`src/rtl/controlador_barrido_teclado_if.sv`:
```
// Key-code handoff between the keypad scan controller and its consumer.
//   key_code_o  : FIFO head {row_index[1:0], column[1:0]}
//   key_valid_o : FIFO not empty
//   key_ready_i : consumer accepts the head when key_valid_o=1
// master = scan controller, slave = consumer.
interface controlador_barrido_teclado_if;
    logic [3:0] key_code_o;
    logic       key_valid_o;
    logic       key_ready_i;

    modport master (output key_code_o, output key_valid_o, input key_ready_i);
    modport slave  (input key_code_o, input key_valid_o, output key_ready_i);
endinterface

```
`src/rtl/controlador_barrido_teclado.sv`:
```
// Hex keypad scan sequencer: drives the column index, synchronizes and
// debounces the row lines, captures one code per press (repeat lockout until
// release) and buffers codes in a first-word-fall-through FIFO.
// Ports:
//   clk_i, reset_i  : clock, asynchronous active-high reset
//   filas_i         : raw row lines, active-high, asynchronous
//   columna_o       : column being scanned
//   overflow_o      : one-cycle pulse when a captured code is dropped (FIFO full)
//   fifo_count_o    : entries held
//   kbd_if          : key code valid/ready handoff (master side)
// Optional feature: define TYPEMATIC_EN to repeat the held key's code every
// REPEAT_CYCLES clocks while the pattern stays unchanged.
module controlador_barrido_teclado #(
    parameter int unsigned SCAN_DIV        = 4,
    parameter int unsigned DEBOUNCE_CYCLES = 4,
    parameter int unsigned FIFO_DEPTH      = 4
`ifdef TYPEMATIC_EN
    ,
    parameter int unsigned REPEAT_CYCLES   = 64
`endif
) (
    input  logic                        clk_i,
    input  logic                        reset_i,
    input  logic [3:0]                  filas_i,
    output logic [1:0]                  columna_o,
    output logic                        overflow_o,
    output logic [$clog2(FIFO_DEPTH):0] fifo_count_o,
    controlador_barrido_teclado_if.master kbd_if
);
    localparam int unsigned PTR_W = $clog2(FIFO_DEPTH);
    localparam int unsigned CNT_W = PTR_W + 1;
    localparam int unsigned DIV_W = (SCAN_DIV > 1) ? $clog2(SCAN_DIV) : 1;
    localparam int unsigned DEB_W = $clog2(DEBOUNCE_CYCLES);

    typedef enum logic [1:0] {SCAN, DEBOUNCE, PUSH, WAIT_RELEASE} state_t;

    state_t             state_q, state_d;
    logic [1:0]         col_q, col_d;
    logic [DIV_W-1:0]   div_q, div_d;
    logic [DEB_W-1:0]   cnt_q, cnt_d;
    logic [3:0]         pat_q, pat_d;
    logic [3:0]         sync_q, rows_q;
    logic [PTR_W-1:0]   wr_ptr_q, wr_ptr_d, rd_ptr_q, rd_ptr_d;
    logic [CNT_W-1:0]   count_q, count_d;
    logic [3:0]         head_q, head_d;
    logic               valid_q, valid_d;
    logic               ovf_q, ovf_d;
    logic [3:0]         mem_q [FIFO_DEPTH];
    logic               pop, push_we, fifo_full;
    logic [3:0]         key_code;
`ifdef TYPEMATIC_EN
    localparam int unsigned REP_W = (REPEAT_CYCLES > 1) ? $clog2(REPEAT_CYCLES) : 1;
    logic [REP_W-1:0]   rep_q, rep_d;
`endif

    // Lowest set row wins when several keys share the column.
    function automatic logic [1:0] low_row(input logic [3:0] v);
        casez (v)
            4'b???1: return 2'd0;
            4'b??10: return 2'd1;
            4'b?100: return 2'd2;
            4'b1000: return 2'd3;
            default: return 2'd0;
        endcase
    endfunction

    assign pop       = valid_q & kbd_if.key_ready_i;
    assign fifo_full = (count_q == CNT_W'(FIFO_DEPTH));
    assign key_code  = {low_row(pat_q), col_q};
    // A pop on the same edge frees a slot for the incoming code.
    assign push_we   = (state_q == PUSH) && (!fifo_full || pop);

    // Next-state and FIFO bookkeeping.
    always_comb begin
        state_d  = state_q;
        col_d    = col_q;
        div_d    = div_q;
        cnt_d    = cnt_q;
        pat_d    = pat_q;
`ifdef TYPEMATIC_EN
        rep_d    = rep_q;
`endif
        wr_ptr_d = push_we ? wr_ptr_q + PTR_W'(1) : wr_ptr_q;
        rd_ptr_d = pop ? rd_ptr_q + PTR_W'(1) : rd_ptr_q;
        count_d  = count_q + CNT_W'(push_we) - CNT_W'(pop);
        valid_d  = (count_d != '0);
        ovf_d    = (state_q == PUSH) && !push_we;
        head_d   = head_q;

        // Head register: holds the last value once the FIFO runs empty.
        if (push_we && ((count_q == '0) || (pop && count_q == CNT_W'(1))))
            head_d = key_code;
        else if (pop && count_q > CNT_W'(1))
            head_d = mem_q[rd_ptr_q + PTR_W'(1)];

        unique case (state_q)
            SCAN: begin
                if (rows_q != '0) begin
                    state_d = DEBOUNCE;
                    pat_d   = rows_q;
                    cnt_d   = DEB_W'(1);
                end else if (div_q == DIV_W'(SCAN_DIV - 1)) begin
                    div_d = '0;
                    col_d = col_q + 2'd1;
                end else begin
                    div_d = div_q + DIV_W'(1);
                end
            end
            DEBOUNCE: begin
                if (rows_q == pat_q) begin
                    if (cnt_q == DEB_W'(DEBOUNCE_CYCLES - 1)) state_d = PUSH;
                    else                                       cnt_d = cnt_q + DEB_W'(1);
                end else begin
                    state_d = SCAN;
                    div_d   = '0;
                end
            end
            PUSH: begin
                state_d = WAIT_RELEASE;
                cnt_d   = '0;
`ifdef TYPEMATIC_EN
                rep_d   = '0;
`endif
            end
            WAIT_RELEASE: begin
                if (rows_q == '0) begin
`ifdef TYPEMATIC_EN
                    rep_d = '0;
`endif
                    if (cnt_q == DEB_W'(DEBOUNCE_CYCLES - 1)) begin
                        state_d = SCAN;
                        div_d   = '0;
                    end else begin
                        cnt_d = cnt_q + DEB_W'(1);
                    end
                end else begin
                    cnt_d = '0;
`ifdef TYPEMATIC_EN
                    // Held pattern repeats; any change restarts the period.
                    if (rows_q == pat_q) begin
                        if (rep_q == REP_W'(REPEAT_CYCLES - 1)) state_d = PUSH;
                        else                                    rep_d = rep_q + REP_W'(1);
                    end else begin
                        rep_d = '0;
                    end
`endif
                end
            end
            default: state_d = SCAN;
        endcase
    end

    // State, synchronizer and FIFO control registers.
    always_ff @(posedge clk_i or posedge reset_i) begin
        if (reset_i) begin
            state_q  <= SCAN;
            col_q    <= '0;
            div_q    <= '0;
            cnt_q    <= '0;
            pat_q    <= '0;
            sync_q   <= '0;
            rows_q   <= '0;
            wr_ptr_q <= '0;
            rd_ptr_q <= '0;
            count_q  <= '0;
            head_q   <= '0;
            valid_q  <= 1'b0;
            ovf_q    <= 1'b0;
`ifdef TYPEMATIC_EN
            rep_q    <= '0;
`endif
        end else begin
            state_q  <= state_d;
            col_q    <= col_d;
            div_q    <= div_d;
            cnt_q    <= cnt_d;
            pat_q    <= pat_d;
            sync_q   <= filas_i;
            rows_q   <= sync_q;
            wr_ptr_q <= wr_ptr_d;
            rd_ptr_q <= rd_ptr_d;
            count_q  <= count_d;
            head_q   <= head_d;
            valid_q  <= valid_d;
            ovf_q    <= ovf_d;
`ifdef TYPEMATIC_EN
            rep_q    <= rep_d;
`endif
        end
    end

    // FIFO storage.
    always_ff @(posedge clk_i or posedge reset_i) begin
        if (reset_i) begin
            for (int i = 0; i < int'(FIFO_DEPTH); i++) mem_q[i] <= '0;
        end else if (push_we) begin
            mem_q[wr_ptr_q] <= key_code;
        end
    end

    assign columna_o          = col_q;
    assign overflow_o         = ovf_q;
    assign fifo_count_o       = count_q;
    assign kbd_if.key_code_o  = head_q;
    assign kbd_if.key_valid_o = valid_q;

endmodule

```
`src/flat_wrapper.sv`:
```
// flat-port wrapper written by rule: the top's interface ports become plain ports
module controlador_barrido_teclado_flat 
#(
    parameter int unsigned SCAN_DIV        = 4,
    parameter int unsigned DEBOUNCE_CYCLES = 4,
    parameter int unsigned FIFO_DEPTH      = 4

)
  (clk_i, reset_i, filas_i, columna_o, overflow_o, fifo_count_o, kbd_if_key_code_o, kbd_if_key_valid_o, kbd_if_key_ready_i);
  controlador_barrido_teclado_if kbd_if_i ();
  input  logic clk_i;
  input  logic reset_i;
  input  logic [3:0] filas_i;
  output logic [1:0] columna_o;
  output logic overflow_o;
  output logic [$clog2(FIFO_DEPTH):0] fifo_count_o;
  output wire logic [$bits(kbd_if_i.key_code_o)-1:0] kbd_if_key_code_o;
  output wire logic [$bits(kbd_if_i.key_valid_o)-1:0] kbd_if_key_valid_o;
  input wire logic [$bits(kbd_if_i.key_ready_i)-1:0] kbd_if_key_ready_i;
  assign kbd_if_key_code_o = kbd_if_i.key_code_o;
  assign kbd_if_key_valid_o = kbd_if_i.key_valid_o;
  assign kbd_if_i.key_ready_i = kbd_if_key_ready_i;
  controlador_barrido_teclado #(.SCAN_DIV(SCAN_DIV), .DEBOUNCE_CYCLES(DEBOUNCE_CYCLES), .FIFO_DEPTH(FIFO_DEPTH)) u_core (.clk_i(clk_i), .reset_i(reset_i), .filas_i(filas_i), .columna_o(columna_o), .overflow_o(overflow_o), .fifo_count_o(fifo_count_o), .kbd_if(kbd_if_i));
endmodule
```
`config.mk`:
```
export PLATFORM = sky130hd
export DESIGN_NAME = controlador_barrido_teclado_flat
export DESIGN_NICKNAME = d
export VERILOG_FILES = /design/src/rtl/controlador_barrido_teclado_if.sv /design/src/rtl/controlador_barrido_teclado.sv /design/src/flat_wrapper.sv
export SDC_FILE = /design/constraint.sdc
export NUM_CORES = 1
export LEC_CHECK = 0
export BUFFER_PORTS_ARGS = -buffer_cell sky130_fd_sc_hd__buf_2
export CAP_MARGIN = 20
export CORE_UTILIZATION = 45
export DETAILED_ROUTE_END_ITERATION = 8
export PLACE_DENSITY = 0.62
export RECOVER_POWER = 25
export SLEW_MARGIN = 10
export SYNTH_ARGS = -nofsm -noshare
export SYNTH_HDL_FRONTEND = slang
export SYNTH_SLANG_ARGS = --single-unit
export TNS_END_PERCENT = 100
```
`constraint.sdc`:
```
create_clock -name clk_i -period 1.98 [get_ports clk_i]
set_input_delay 0.198 -clock clk_i [delete_from_list [all_inputs] [get_ports clk_i]]
set_output_delay 0.198 -clock clk_i [all_outputs]
set_load 0.02 [all_outputs]
```
==> results.yml, run 1 <==
run:
  timing.max_cap.violations: 0
yosys:
  synth_compound_area_share_pct: 7.17
  async_flop_share_pct: 100
  syn_area_per_cell_um2: 12.8
  syn_area_um2: 2230
  synthTopCellsByArea: "dfrtp_1 (55%), mux2_2 (10%), ha_1 (5.0%)"
  netlist_instances: 174
  ys_seq_area_share_pct: 54.9
  ys_types: 38
  synth_top_area_cell: "dfrtp_1"
  synth_fp_nets: 191
  synth_common_cells: "dfrtp_1 (49), mux2_2 (20), nand2_1 (12)"
  synthAdderAreaFrac_pct: 5.94
  synth_edf_count: 0
  synth_xor_area_share_pct: 3.92
  yosysWarnings: 0
  synth.most_common_cell: "dfrtp_1"
  synth_top_area_share_pct: 54.9
  synth_flop_cell: "dfrtp_1"
  synth_top_family_by_area: "multiplexers"
  synth-seq-cells: 49
  synthSimpleGateAreaFrac_pct: 9.18
  synthMuxAreaShare_pct: 15.9
clock_tree:
  clock-sinks: 49
  cts_root_buf: "clkbuf_8"
  clk_pin_slew_ns: 0.08
  cts_buffers: 5
  cts.htree.levels: 2
  clk_latency_ns: 0.31
  cts_buffer_depth: 2
  cts_tree: "done"
detailed_routing:
  drt-initial-drc-count: 71
  drt-vias-per-instance: 5.02
  drtPass1Iterations: 4
  wl_um: 3970
  drcViolationCount: 0
  num_vias: 1391
  antenna_left: 0
  wire_per_inst_um: 14.3
sta:
  finalHoldViolCount: 0
  final.setup.tns_ns: 0
  clock.fmax_mhz: 522
  min_period_over_period_pct: 96.8
  finalMaxSlewViolations: 0
  setup_viol: 0
  fin_crit_ns: 1.92
  worst_pin_slew_ns: 0.942
  rsz0062_at_grt: "no"
  relSlewSlack_pct: 37.1
  setup_ws_ns: 0.0642
  fin_skew_ns: 0.0124
grt:
  grt_pass1_vias: 1402
  grtUsageTotal_pct: 17.6
  grt_overflow: 0
  antenna_found_initial: 0
  grt_pass1_wl_um: 6730
  grt_max_degree: 26
placement:
  preCtsSetupSlack_ns: 0.0467
  dp_hpwl_um: 2910
  placed_area_um2: 2460
  place_inst: 262
  gp_congestion: 0.789
  io_buffers: 17
floorplan:
  core_um2: 4750
  dieArea_um2: 5250
  io_pins: 18
  start_util_pct: 47.0
  die_y_um: 72.5
  die_w_um: 72.5
  rows: 25
worst_setup_path:
  worstPathCellList: "nand2_4, inv_4, ha_4, inv_2, ha_4, fa_2, xnor2_2, or3_1"
  cp.required_ns: 2.17
  slowest_stage: "dfrtp_2"
  crit_path_frequent_cell: "ha_4"
  crit_fanout: 2
  worstSetupPathType: "reg2reg"
  cp_data_arrival_time_ns: 2.11
  worstSetupStartpointType: "flip-flop"
  slowest_delay_ns: 0.43
  endpoint_kind: "flip-flop"
outcome:
  status: "complete, no violations"
final_layout:
  fin_area_um2: 2670
  syn_to_final_growth_pct: 19.4
  finalNetCount: 226
  layout.cells.non_filler: 277
  num_antenna_cells: 0
  drive_gt1_share_pct: 36.2
worst_hold_path:
  hold_path.class: "in2reg"
pwr:
  vdd_drop_max_mv: 0.540
  p_leak_nw: 1.27
  powerDensity_nw_per_um2: 1240
through the flow:
step	utilization [%]	hold WS [ns]	power (mW)
6_report	56.1	0.285	3.31
5_1_grt	56.1	0.312	3.56
4_1_cts	54.8	0.299	3.21
3_5_place_dp	51.7	0.268	2.58
3_3_place_gp	51.7	0.252	2.50
2_1_floorplan	-	0.229	2.24
cells in the final DEF, fill, tap and decap left out, types with 4 or more instances in the layout:
master,count
mux2_2,20
inv_1,9
buf_2,17
buf_4,11
dlygate4sd3_1,5
mux2i_1,4
xnor2_1,5
nand2_1,11
dfrtp_1,46
mux4_2,4
a21oi_1,5
o21ai_0,6
clkbuf_8,6
nor2_1,5
ha_1,7
xor2_1,4
critical path, delay by kind of cell (launching register included):
kind                     cells  cell delay [ns]
XOR/XNOR                     1             0.14
AND/OR/NAND/NOR              2             0.38
buffers and inverters        2             0.08
adder cells (fa/ha/maj)      3             0.77
flip-flops                   1             0.43
repair_timing:
| item | CTS | global route |
|---|---|---|
| endpoints found under the setup margin | 0 | 1 |
| hold buffers | 5 | 0 |
| resized for setup | 0 | 9 |
| endpoints found under the hold margin | 28 | 0 |
| buffers inserted | 0 | 2 |
cell families (layout without fill, tap and decap cells):
family	Yosys count	in the layout
flops	49	49
simple gates	39	39
mux	28	28
compound gates	22	22
buf+inv	16	52
fa+ha+maj	10	10
xor+xnor	10	10
layer usage:
layer | vias to the layer above | track usage [%] | share of wire [%]
met5 | - | 0 | 0
met4 | 0 | 8.50 | 2.2
met3 | 7 | 4.17 | 3.3
met2 | 22 | 27.5 | 48
met1 | 693 | 23.2 | 46
li1 | 669 | - | -
final timing paths:
path / cells after the start / slack [ns] / start / end
min reg2reg: 0 / 0.36 / u_core.sync_q[2]$_DFF_PP0_ / u_core.rows_q[2]$_DFF_PP0_
max reg2reg: 8 / 0.06 / u_core.kbd_if.key_valid_o$_DFF_PP0_ / u_core.kbd_if.key_valid_o$_DFF_PP0_
min: 5 / 0.28 / kbd_if_key_ready_i / u_core.rd_ptr_q[1]$_DFFE_PP0P_
max: 8 / 0.06 / u_core.kbd_if.key_valid_o$_DFF_PP0_ / u_core.kbd_if.key_valid_o$_DFF_PP0_
min in group asynchronous: 3 / 0.63 / reset_i / u_core.sync_q[0]$_DFF_PP0_
max in group asynchronous: 4 / 0.48 / reset_i / u_core.columna_o[1]$_DFFE_PP0P_
flip-flops by register name (all words and copies together), names as in the netlist, 3 cells and up, named ones only:
signal	count
u_core.mem_q	16
u_core.kbd_if.key_code_o	4
u_core.pat_q	4
u_core.rows_q	4
u_core.sync_q	4
u_core.fifo_count_o	3
cell type report:
cell class / count / area, µm²
Fill cell: 420 / 2090
Sequential cell: 49 / 1230
Tap cell: 67 / 83.8
Inverter: 11 / 43.8
Multi-Input combinational cell: 109 / 995
Clock inverter: 2 / 16.3
Clock buffer: 6 / 82.6
Timing Repair Buffer: 33 / 218
power breakdown:
| group | switching [mW] | internal [mW] |
|---|---|---|
| logic | 0.619 | 0.615 |
| registers | 0.236 | 1.22 |
| clock network | 0.336 | 0.288 |
| total | 1.19 | 2.12 |
Power figures use the tool's default switching activity.
==> run 2: changes to the inputs <==
Settings changed: CORE_MARGIN set to 3, PLACE_DENSITY 0.62 to not set, PLACE_DENSITY_LB_ADDON set to 0.2.
==> results.yml, run 2 (same netlist as run 1, synthesis figures left out) <==
outcome:
  status: "complete, no violations"
clock_tree:
  clock-sinks: 49
  cts.htree.levels: 2
  cts_buffer_depth: 2
  cts_buffers: 5
  postCtsSetupBuffers: 0
  clk_latency_ns: 0.29
  cts_tree: "done"
  cts_root_buf: "clkbuf_8"
  clk_pin_slew_ns: 0.08
detailed_routing:
  wire_per_inst_um: 14.7
  drt-vias-per-instance: 5.03
  antenna_left: 0
  drcViolationCount: 0
  drtPass1Iterations: 4
  wl_um: 3990
  num_vias: 1364
  drt-initial-drc-count: 53
floorplan:
  die_y_um: 76.5
  start_util_pct: 47.0
  io_pins: 18
  rows: 25
  die_w_um: 76.5
  core_um2: 4750
  dieArea_um2: 5850
placement:
  gp_congestion: 0.791
  dp_hpwl_um: 3030
  preCtsSetupSlack_ns: 0.00710
  io_buffers: 17
sta:
  relSlewSlack_pct: 62.1
  clock.fmax_mhz: 516
  worst_pin_slew_ns: 0.564
  whs_ns: 0.0215
  fin_skew_ns: 0.00571
  final.setup.tns_ns: 0
  rsz0062_at_grt: "yes"
  min_period_over_period_pct: 97.9
  finalMaxSlewViolations: 0
  setup_viol: 0
  setup_ws_ns: 0.0415
  fin_crit_ns: 1.94
  finalHoldViolCount: 0
worst_setup_path:
  worstSetupStartpointType: "flip-flop"
  cp_data_arrival_time_ns: 2.11
  cp_top_family: "adder cells"
  slowest_delay_ns: 0.45
  worstSetupPathType: "reg2reg"
  crit_fanout: 2
  worstPathCellList: "nand2_4, inv_4, ha_4, inv_2, ha_4, fa_2, or3_1"
  slowest_stage: "fa_2"
  endpoint_kind: "flip-flop"
  crit_path_frequent_cell: "ha_4"
  crit_buf_inv: 2
  cp.required_ns: 2.15
grt:
  grt_overflow: 0
  grt_max_degree: 27
  grt_pass1_wl_um: 7330
  antenna_found_initial: 0
  grt_pass1_vias: 1467
  grtUsageTotal_pct: 15.8
final_layout:
  top_register: "u_core.mem_q"
  finalNetCount: 221
  num_antenna_cells: 0
  final_common_cell: "dfrtp_1"
  largest_register_ffs: 16
  fin_util_pct: 55.3
  drive_gt1_share_pct: 35.3
  most-common-layout-cells: "dfrtp_1 (46), mux2_2 (20), buf_2 (16)"
  syn_to_final_growth_pct: 17.6
pwr:
  vdd_drop_max_mv: 0.473
  p_total_mw: 3.20
  p_leak_nw: 1.25
  powerDensity_nw_per_um2: 1220
worst_hold_path:
  hold_path.class: "in2reg"
run:
  timing.max_cap.violations: 0
[run 2: worst paths after layout]
kind	startpoint	end	slack [ns]	cells past startpoint
min in group asynchronous	reset_i	u_core.mem_q[6]$_DFFE_PP0P_	0.50	3
max	u_core.kbd_if.key_valid_o$_DFF_PP0_	u_core.kbd_if.key_valid_o$_DFF_PP0_	0.04	7
max in group asynchronous	reset_i	u_core.fifo_count_o[0]$_DFF_PP0_	0.95	4
min reg2reg	u_core.sync_q[1]$_DFF_PP0_	u_core.rows_q[1]$_DFF_PP0_	0.36	0
min	filas_i[0]	u_core.sync_q[0]$_DFF_PP0_	0.02	1
max reg2reg	u_core.kbd_if.key_valid_o$_DFF_PP0_	u_core.kbd_if.key_valid_o$_DFF_PP0_	0.04	7
[run 2: area by class of cell]
cell class	instances	area, µm²
fillers	408	2130
flip-flops and latches	49	1230
multi-input cells	109	995
repair buffers	28	186
well taps	67	83.8
clock buffers	6	82.6
inverters	11	43.8
clock inverters	1	7.51
[run 2: through the flow]
step	std cells	instance area, µm²
CTS	271	2580
global route	271	2630
detailed placement	261	2460
floorplan	174	2250
global placement	261	2460
finish	271	2630
[run 2: where the power goes]
group          switching (mW)  internal [mW]
clock                   0.307          0.276
sequential              0.241           1.22
combinational           0.603          0.559
total                    1.15           2.05
[run 2: layer usage]
metal / share of wire [%] / wire [µm] / track usage [%]
met1: 44 / 1780 / 20.3
met2: 52 / 2090 / 26.4
met3: 2.3 / 93 / 3.66
met4: 0.73 / 29 / 4.89
met5: 0 / 0 / 0
[run 2: timing repair]
action | 4_1_cts | 5_1_grt
pin swaps | 1 | 5
hold buffers | 3 | 0
hold endpoints to repair | 25 | 0
setup endpoints to repair | 1 | 1
resized for setup | 0 | 9
cloned | 0 | 0
==> run 3: changes to the inputs <==
Clock period 1.98 ns to 1.7 ns, I/O delays scaled along.
==> results.yml, run 3 (same netlist as run 1, synthesis figures left out) <==
grt:
  grt_max_degree: 50
  busiest_layer: "met2"
  grt_util_met2_pct: 25.8
  grt_overflow: 0
  antenna_found_initial: 0
  grtUsageMet3_pct: 3.55
  grt_pass1_vias: 1524
  grt_pass1_wl_um: 7150
  use_met1_pct: 20.0
  grtUsageTotal_pct: 15.7
final_layout:
  final_common_cell: "dfrtp_1"
  finalNetCount: 242
  fin_area_um2: 2950
  drive_gt1_share_pct: 48.2
  top_register: "u_core.mem_q"
  most-common-layout-cells: "dfrtp_1 (46), mux2_2 (19), buf_4 (19)"
  num_antenna_cells: 0
  largest_register_ffs: 16
  fin_util_pct: 62.0
  syn_to_final_growth_pct: 31.9
worst_setup_path:
  slowest_delay_ns: 0.43
  cp.required_ns: 1.89
  worstPathCellList: "nand2_4, inv_4, ha_4, inv_2, ha_4, fa_2, xnor2_2, or3_1"
  crit_fanout: 2
  worstSetupStartpointType: "flip-flop"
  worstSetupPathType: "reg2reg"
  ff2ff_setup_slack_ns: -0.18
  slowest_stage: "dfrtp_2"
  crit_path_frequent_cell: "ha_4"
  cp_data_arrival_time_ns: 2.07
  endpoint_kind: "flip-flop"
sta:
  fin_crit_ns: 1.88
  finalHoldViolCount: 0
  rsz0062_at_grt: "yes"
  min_period_over_period_pct: 111
  fin_skew_ns: 0.00765
  relSlewSlack_pct: 20.4
  clock.fmax_mhz: 531
  finalMaxSlewViolations: 0
  setup_ws_ns: -0.182
  whs_ns: 0.243
  setup_viol: 3
  worst_pin_slew_ns: 1.19
run:
  timing.max_cap.violations: 0
clock_tree:
  cts_root_buf: "clkbuf_8"
  clock-sinks: 49
  cts.htree.levels: 2
  cts_tree: "done"
  cts_buffer_depth: 2
  clk_latency_ns: 0.30
  clk_pin_slew_ns: 0.09
  cts_buffers: 5
pwr:
  vdd_drop_max_mv: 0.915
  p_total_mw: 4.43
  powerDensity_nw_per_um2: 1500
  p_leak_nw: 1.41
placement:
  dp_hpwl_um: 3010
  gp_congestion: 0.770
  placed_area_um2: 2590
  io_buffers: 17
detailed_routing:
  num_vias: 1459
  drtPass1Iterations: 4
  wl_um: 4370
  drcViolationCount: 0
  wire_per_inst_um: 14.9
  drt-initial-drc-count: 65
  antenna_left: 0
  drt-vias-per-instance: 4.98
floorplan:
  die_w_um: 76.5
  io_pins: 18
  start_util_pct: 47.0
  rows: 25
  dieArea_um2: 5850
  core_um2: 4750
  die_y_um: 76.5
worst_hold_path:
  hold_path.class: "in2async"
outcome:
  failed_checks: "setup timing"
  status: "finished with violations"
==> run 3: area by class of cell <==
cell class	instances	area [µm²]
repair buffers	49	363
clock inverters	3	65.1
inverters	11	48.8
well taps	67	83.8
fillers	388	1810
clock buffers	5	68.8
flip-flops and latches	49	1230
multi-input cells	109	1090
==> run 3: timing repair <==
| item | 4_1_cts | 5_1_grt |
|---|---|---|
| gates cloned | 0 | 0 |
| endpoints found under the setup margin | 19 | 26 |
| resized for setup | 9 | 29 |
| hold buffers | 4 | 0 |
| buffers inserted | 1 | 6 |
| pin swaps | 3 | 6 |
| endpoints found under the hold margin | 4 | 0 |
==> run 3: final timing paths <==
path	start	endpoint	depth (start not counted)
worst min-delay path	reset_i	u_core.kbd_if.key_valid_o$_DFF_PP0_	3
min in group clk_i	u_core.sync_q[0]$_DFF_PP0_	u_core.rows_q[0]$_DFF_PP0_	0
max in group asynchronous	reset_i	u_core.fifo_count_o[0]$_DFF_PP0_	3
worst max register to register	u_core.kbd_if.key_valid_o$_DFF_PP0_	u_core.kbd_if.key_valid_o$_DFF_PP0_	8
worst max-delay path	u_core.kbd_if.key_valid_o$_DFF_PP0_	u_core.kbd_if.key_valid_o$_DFF_PP0_	8
worst min register to register	u_core.sync_q[0]$_DFF_PP0_	u_core.rows_q[0]$_DFF_PP0_	0
==> run 3: metal layers <==
metal  vias to the layer above  part of all wire, %
met5                         -                    0
met4                         0                  1.2
met3                         6                  3.3
met2                        27                   50
met1                       720                   46
li1                        706                    -
==> run 3: power breakdown <==
| part | leakage [nW] | switching, mW | internal, mW |
|---|---|---|---|
| sequential | 0.627 | 0.263 | 1.42 |
| clock | 0.0681 | 0.380 | 0.584 |
| combinational | 0.714 | 0.886 | 0.897 |
| total | 1.41 | 1.53 | 2.90 |
==> run 3: critical path: cells and delay by family, from the launching register on <==
family,cells,cell delay [ns]
adder cells (fa/ha/maj),3,0.74
flip-flops,1,0.43
AND/OR/NAND/NOR,2,0.37
XOR/XNOR,1,0.14
buffers and inverters,2,0.08
==> run 3: metrics by stage <==
| stage | std cells | worst slack (ns) | TNS [ns] |
|---|---|---|---|
| final | 293 | -0.182 | -0.240 |
| after global routing | 293 | -0.267 | -0.529 |
| after CTS | 288 | -0.191 | -0.253 |
| after detailed placement | 275 | -0.183 | -0.605 |
| after global placement | 275 | -0.145 | -0.245 |
| after floorplan | 174 | -0.236 | -0.245 |
